--- config.mk ---
export PLATFORM = sky130hd
export DESIGN_NAME = isp_uart_rx
export DESIGN_NICKNAME = d
export VERILOG_FILES = /design/src/rtl/isp_uart_rx_pkg.sv /design/src/rtl/uart_rx_fifo.sv /design/src/rtl/isp_uart_rx.sv
export SDC_FILE = /design/constraint.sdc
export NUM_CORES = 1
export LEC_CHECK = 0
export CAP_MARGIN = 15
export CELL_PAD_IN_SITES_DETAIL_PLACEMENT = 0
export CELL_PAD_IN_SITES_GLOBAL_PLACEMENT = 1
export CORE_ASPECT_RATIO = 0.5
export CORE_UTILIZATION = 50
export CTS_CLUSTER_DIAMETER = 50
export DETAILED_ROUTE_END_ITERATION = 10
export PLACE_DENSITY = 0.88
export SLEW_MARGIN = 40
export SYNTH_ARGS = -nofsm -noshare
export SYNTH_HDL_FRONTEND = slang
export SYNTH_SLANG_ARGS = --single-unit
--- constraint.sdc ---
create_clock -name clk -period 4.8 [get_ports clk]
set_input_delay 0.96 -clock clk [delete_from_list [all_inputs] [get_ports clk]]
set_output_delay 0.96 -clock clk [all_outputs]
set_load 0.02 [all_outputs]
--- src/rtl/isp_uart_rx_pkg.sv ---
// isp_uart_rx_pkg: shared types and constants for the ISP-UART receive front-end.
//   state_e    : receiver FSM states
//   OVERSAMPLE : subticks per bit period
//   DATA_BITS  : data bits per 8N1 frame
//   maj3       : 2-of-3 majority vote
package isp_uart_rx_pkg;

  localparam int unsigned OVERSAMPLE = 4;
  localparam int unsigned DATA_BITS  = 8;

  typedef enum logic [2:0] {
    StWaitIdle,
    StIdle,
    StStart,
    StData,
    StStop
  } state_e;

  function automatic logic maj3(input logic a, input logic b, input logic c);
    return (a & b) | (a & c) | (b & c);
  endfunction

endpackage

--- src/rtl/uart_rx_fifo.sv ---
// uart_rx_fifo: synchronous first-word-fall-through FIFO.
//   clk, rstn : clock, asynchronous active-low reset
//   push, din : write request and data (ignored when full unless popping)
//   pop       : read request (ignored when empty)
//   dout      : head entry, valid whenever !empty
//   empty,full: occupancy flags
module uart_rx_fifo #(
  parameter int unsigned DEPTH = 4,
  parameter int unsigned WIDTH = 8
) (
  input  logic             clk,
  input  logic             rstn,
  input  logic             push,
  input  logic [WIDTH-1:0] din,
  input  logic             pop,
  output logic [WIDTH-1:0] dout,
  output logic             empty,
  output logic             full
);

  localparam int unsigned AW = $clog2(DEPTH);

  logic [AW:0]      wr_ptr_q, rd_ptr_q;
  logic [WIDTH-1:0] mem_q [DEPTH];
  logic             do_push, do_pop;

  // Extra pointer MSB tells a wrapped (full) pointer pair from an equal (empty) one.
  assign empty = (wr_ptr_q == rd_ptr_q);
  assign full  = (wr_ptr_q[AW] != rd_ptr_q[AW]) && (wr_ptr_q[AW-1:0] == rd_ptr_q[AW-1:0]);

  assign do_pop  = pop && !empty;
  // While full, a write is only accepted when the head leaves in the same cycle.
  assign do_push = push && (!full || do_pop);

  assign dout = mem_q[rd_ptr_q[AW-1:0]];

  always_ff @(posedge clk or negedge rstn) begin
    if (!rstn) begin
      wr_ptr_q <= '0;
      rd_ptr_q <= '0;
      for (int i = 0; i < DEPTH; i++) begin
        mem_q[i] <= '0;
      end
    end else begin
      if (do_push) begin
        mem_q[wr_ptr_q[AW-1:0]] <= din;
        wr_ptr_q                <= wr_ptr_q + 1'b1;
      end
      if (do_pop) begin
        rd_ptr_q <= rd_ptr_q + 1'b1;
      end
    end
  end

endmodule

--- src/rtl/isp_uart_rx.sv ---
// isp_uart_rx: ISP-UART 8N1 receive front-end with 4x oversampling and FIFO.
//   clk       : system clock
//   rstn      : asynchronous active-low reset
//   rx        : raw RX pin, asynchronous, idle high
//   rx_data   : FIFO head byte (first-word fall-through)
//   rx_valid  : FIFO non-empty
//   rx_ready  : consumer takes the head byte this cycle
//   frame_err : 1-cycle pulse, stop bit sampled low
//   overflow  : 1-cycle pulse, byte completed while FIFO full and not popping
//   rx_busy   : FSM not idle
module isp_uart_rx
  import isp_uart_rx_pkg::*;
#(
  parameter int unsigned CLK_DIV    = 108,
  parameter int unsigned FIFO_DEPTH = 4
) (
  input  logic       clk,
  input  logic       rstn,
  input  logic       rx,
  output logic [7:0] rx_data,
  output logic       rx_valid,
  input  logic       rx_ready,
  output logic       frame_err,
  output logic       overflow,
  output logic       rx_busy
);

  localparam int unsigned CntW = $clog2(CLK_DIV);
  localparam int unsigned IdxW = $clog2(OVERSAMPLE);
  localparam int unsigned BitW = $clog2(DATA_BITS);

  localparam logic [CntW-1:0] CntLast = CntW'(CLK_DIV - 1);
  localparam logic [IdxW-1:0] IdxLast = IdxW'(OVERSAMPLE - 1);
  localparam logic [BitW-1:0] BitLast = BitW'(DATA_BITS - 1);

  state_e               state_q;
  logic [1:0]           sync_q, sync_vld_q;
  logic [CntW-1:0]      sub_cnt_q;
  logic [IdxW-1:0]      sub_idx_q;
  logic [BitW-1:0]      bit_cnt_q;
  logic [1:0]           samp_q;
  logic                 vote_q;
  logic [DATA_BITS-1:0] shift_q;
  logic                 frame_err_q, overflow_q;

  logic rx_s, rx_s_vld, sub_end, bit_end, stop_end, vote_now;
  logic push, pop, fifo_empty, fifo_full;

  // Synchroniser flops reset to 1, so the first two post-reset values are not real line
  // observations; rx_s_vld keeps WAIT_IDLE from mistaking them for an idle line.
  always_ff @(posedge clk or negedge rstn) begin
    if (!rstn) begin
      sync_q     <= 2'b11;
      sync_vld_q <= 2'b00;
    end else begin
      sync_q     <= {sync_q[0], rx};
      sync_vld_q <= {sync_vld_q[0], 1'b1};
    end
  end

  assign rx_s     = sync_q[1];
  assign rx_s_vld = sync_vld_q[1];

  assign sub_end  = (sub_cnt_q == CntLast);
  assign bit_end  = sub_end && (sub_idx_q == IdxLast);
  // Stop bit is judged on its third sample, leaving slack for a fast sender's next start.
  assign stop_end = (state_q == StStop) && sub_end && (sub_idx_q == IdxW'(2));
  assign vote_now = maj3(samp_q[0], samp_q[1], rx_s);

  assign push = stop_end && vote_now;
  assign pop  = rx_valid && rx_ready;

  always_ff @(posedge clk or negedge rstn) begin
    if (!rstn) begin
      state_q     <= StWaitIdle;
      sub_cnt_q   <= '0;
      sub_idx_q   <= '0;
      bit_cnt_q   <= '0;
      samp_q      <= '0;
      vote_q      <= 1'b0;
      shift_q     <= '0;
      frame_err_q <= 1'b0;
      overflow_q  <= 1'b0;
    end else begin
      frame_err_q <= 1'b0;
      overflow_q  <= push && fifo_full && !pop;

      // Oversample timing runs only while a frame is in progress.
      if (state_q == StStart || state_q == StData || state_q == StStop) begin
        if (sub_end) begin
          sub_cnt_q <= '0;
          sub_idx_q <= sub_idx_q + 1'b1;
          if (sub_idx_q == IdxW'(0)) begin
            samp_q[0] <= rx_s;
          end else if (sub_idx_q == IdxW'(1)) begin
            samp_q[1] <= rx_s;
          end else if (sub_idx_q == IdxW'(2)) begin
            vote_q <= vote_now;
          end
        end else begin
          sub_cnt_q <= sub_cnt_q + 1'b1;
        end
      end else begin
        sub_cnt_q <= '0;
        sub_idx_q <= '0;
      end

      case (state_q)
        StWaitIdle: begin
          if (rx_s_vld && rx_s) state_q <= StIdle;
        end
        StIdle: begin
          if (!rx_s) state_q <= StStart;
        end
        StStart: begin
          if (bit_end) begin
            if (vote_q) begin
              state_q <= StIdle;
            end else begin
              state_q   <= StData;
              bit_cnt_q <= '0;
            end
          end
        end
        StData: begin
          if (bit_end) begin
            shift_q <= {vote_q, shift_q[DATA_BITS-1:1]};
            if (bit_cnt_q == BitLast) begin
              state_q <= StStop;
            end else begin
              bit_cnt_q <= bit_cnt_q + 1'b1;
            end
          end
        end
        StStop: begin
          if (stop_end) begin
            if (vote_now) begin
              state_q <= StIdle;
            end else begin
              frame_err_q <= 1'b1;
              state_q     <= StWaitIdle;
            end
          end
        end
        default: state_q <= StWaitIdle;
      endcase
    end
  end

  uart_rx_fifo #(
    .DEPTH(FIFO_DEPTH),
    .WIDTH(DATA_BITS)
  ) u_fifo (
    .clk  (clk),
    .rstn (rstn),
    .push (push),
    .din  (shift_q),
    .pop  (pop),
    .dout (rx_data),
    .empty(fifo_empty),
    .full (fifo_full)
  );

  assign rx_valid  = !fifo_empty;
  assign frame_err = frame_err_q;
  assign overflow  = overflow_q;
  assign rx_busy   = (state_q != StIdle);

endmodule

==> flow_metrics.env <==
export IMPL_status="complete, no violations"
export IMPL_gp_congestion=0.759
export IMPL_drtIter0Drc=111
export IMPL_grt_busiest_layer="met2"
export IMPL_grt_first_pass_wirelength_um=9750
export IMPL_ys_seq_area_share_pct=53.2
export IMPL_peakVddDrop_mv=0.188
export IMPL_min_path_type="register to register"
export IMPL_setup_viol=0
export IMPL_grtUsageTotal_pct=19.8
export IMPL_ant_nets=0
export IMPL_antenna_cells=0
export IMPL_ctsRootBufferMaster="clkbuf_16"
export IMPL_die_area_sq_um=6940
export IMPL_coreArea_sq_um=6210
export IMPL_yosys_top_cells_area="dfrtp_1 52%, mux2_2 16%, mux4_2 5.5%"
export IMPL_fin_nets=274
export IMPL_initial_core_util_pct=53.1
export IMPL_rsz0062_at_grt="false"
export IMPL_via_per_inst=5.43
export IMPL_grt_max_degree=38
export IMPL_cts_buffers=9
export IMPL_skew_ps=7.05
export IMPL_die_w_um=117
export IMPL_required_ps=3840
export IMPL_finalMaxSlewViolations=0
export IMPL_grt_pass1_vias=1990
export IMPL_routed_wl_um=5730
export IMPL_cp_start_kind="register"
export IMPL_grt_antenna_before_repair=0
export IMPL_synth_nets=253
export IMPL_dp_hpwl_um=3830
export IMPL_area_delta_synth_final_pct=16.9
export IMPL_first_pass_iters=4
export IMPL_avgRoutedWirePerCell_um=16.4
export IMPL_placed_cell_area_sq_um=3520
export IMPL_postSynthCellCount=237
export IMPL_synth_top_area_share_pct=51.6
export IMPL_overflow=0
export IMPL_yosysWarnings=0
export IMPL_layout_min_cycle_time_ps=3230
export IMPL_ys_types=42
export IMPL_timing_hold_violations_final=0
export IMPL_slew_headroom_pct=54.3
export IMPL_worstPathArrival_ps=2270
export IMPL_period_share_pct=67.2
export IMPL_setup_ws_ps=1570
export IMPL_clock_path_buffers=2
export IMPL_post_cts_setup_buffer_count=0
export IMPL_cap_violations=0
export IMPL_synth_cell_area_sq_um=3300
export IMPL_gr_usage_met1_pct=23.0
export IMPL_synth_seq_cells=70
export IMPL_setup_tns_ps=0
export IMPL_num_vias=1901
export IMPL_cts_tree="built"
export IMPL_fmax_mhz=310
export IMPL_worstSetupEndpointType="primary output"
export IMPL_holdWs_ps=349
export IMPL_final_layout_size_suffix_gt1_share_pct=33.2
export IMPL_preCtsSetupSlack_ps=1880
export IMPL_power_mw=1.74
export IMPL_layout_cell_area_non_filler_sq_um=3860
export IMPL_htree_num_levels=3
export IMPL_port_buffers=15
export IMPL_clkLatencyLatePin_ps=330
export IMPL_use_met3_pct=7.06
export IMPL_grt_util_met2_pct=34.2
export IMPL_p_per_area_nw_per_um2=451
export IMPL_cts_resized=0
export IMPL_ctsHoldBuffers=0
export IMPL_num_rows=20
export IMPL_die_h_um=59.4
export IMPL_clk_pin_slew_ps=50
export IMPL_avgSynthCellArea_sq_um=13.9
export IMPL_worst_slew_pin_slew_ps=685
export IMPL_crit_type="register to primary output"
export IMPL_clock_sinks=70
export IMPL_io_pins=16
export IMPL_drc_errors=0
export IMPL_synth_top_area_cell="dfrtp_1"
export IMPL_power_leakage_nw=1.79
export IMPL_worstPathMaxFanout=11
==> worst max-delay path: stages, from the launching register on <==
cell             delay [ps]
dfrtp_1                 780
mux4_2                  600
clkdlybuf4s50_1         550
==> sequential cells by signal (all words and copies together) (netlist names), 3 cells and up <==
signal           count
u_fifo.mem_q        32
shift_q              8
sub_cnt_q            7
bit_cnt_q            3
state_q              3
u_fifo.rd_ptr_q      3
u_fifo.wr_ptr_q      3
==> Yosys cell counts (all sizes together) <==
cell,number
dfstp,2
mux4,8
and4b,1
xnor2,9
mux2i,5
mux2,47
a22oi,2
nand4,3
xor2,3
ha,12
nand2,10
and3,2
nor4,1
and2,1
nand3,5
nor3,6
nor3b,3
a311oi,2
conb,1
nor2,14
nor2b,1
buf,6
and4bb,1
or2,1
nor4b,1
maj3,1
nand2b,1
or3b,1
nand3b,2
o21ai,3
a31oi,1
inv,10
a21oi,2
a21o,1
dfrtp,68
==> path summary, 6_finish.rpt <==
check | start | endpoint | slack, ps | cells after the start
max | u_fifo.rd_ptr_q[0] | rx_data[7] | 1570 | 2
min | sync_vld_q[0] | sync_vld_q[1] | 350 | 0
max reg2reg | u_fifo.rd_ptr_q[0] | u_fifo.mem_q[23] | 2410 | 4
min reg2reg | sync_vld_q[0] | sync_vld_q[1] | 350 | 0
max in group asynchronous | rstn | u_fifo.mem_q[25] | 3400 | 2
min in group asynchronous | rstn | samp_q[0] | 570 | 1
==> report_power, final <==
part | internal (mW) | total, mW | switching [mW] | leakage [nW]
registers | 0.642 | 0.743 | 0.101 | 0.932
logic | 0.130 | 0.257 | 0.127 | 0.692
clock network | 0.504 | 0.739 | 0.235 | 0.161
==> layer usage <==
| metal | share of wire, % | wire length (um) | vias up |
|---|---|---|---|
| li1 | - | - | 887 |
| met1 | 45 | 2570 | 967 |
| met2 | 50 | 2850 | 37 |
| met3 | 4.0 | 228 | 10 |
| met4 | 1.4 | 78 | 0 |
| met5 | 0 | 0 | - |
==> layout make-up <==
class,count,area [sq um]
Multi-Input combinational cell,151,1460
Tap cell,88,110
Clock inverter,6,111
Timing Repair Buffer,16,155
Fill cell,478,2350
Clock buffer,9,225
Inverter,10,37.5
Sequential cell,70,1750
==> cell families after synthesis <==
group,count (synthesis),synth area share (%)
compound gates,11,2.16
xor+xnor,12,3.19
fa+ha+maj,13,4.86
buf+inv,16,2.47
flops,70,53.2
mux,60,23.0
other cells,1,0.114
simple gates,54,11.0
==> layout by cell type, fill, tap and decap left out, drive strengths merged, types with 3 or more instances in the layout <==
master	synthesis	final
bufinv	0	3
clkbuf	0	9
clkdlybuf4s50	0	14
dfrtp	68	68
ha	12	12
inv	10	10
mux2	47	47
mux2i	5	5
mux4	8	8
nand2	10	10
nand3	5	5
nand4	3	3
nor2	14	14
nor3	6	6
nor3b	3	3
o21ai	3	3
xnor2	9	9
xor2	3	3
==> per-stage QoR <==
stage | utilization [%] | instances
4_1_cts | 62.1 | 350
3_5_place_dp | 56.7 | 335
6_report | 62.1 | 350
5_1_grt | 62.1 | 350
3_3_place_gp | 56.7 | 335
2_1_floorplan | - | 237
Note: power is estimated with default switching activity, not from simulation.
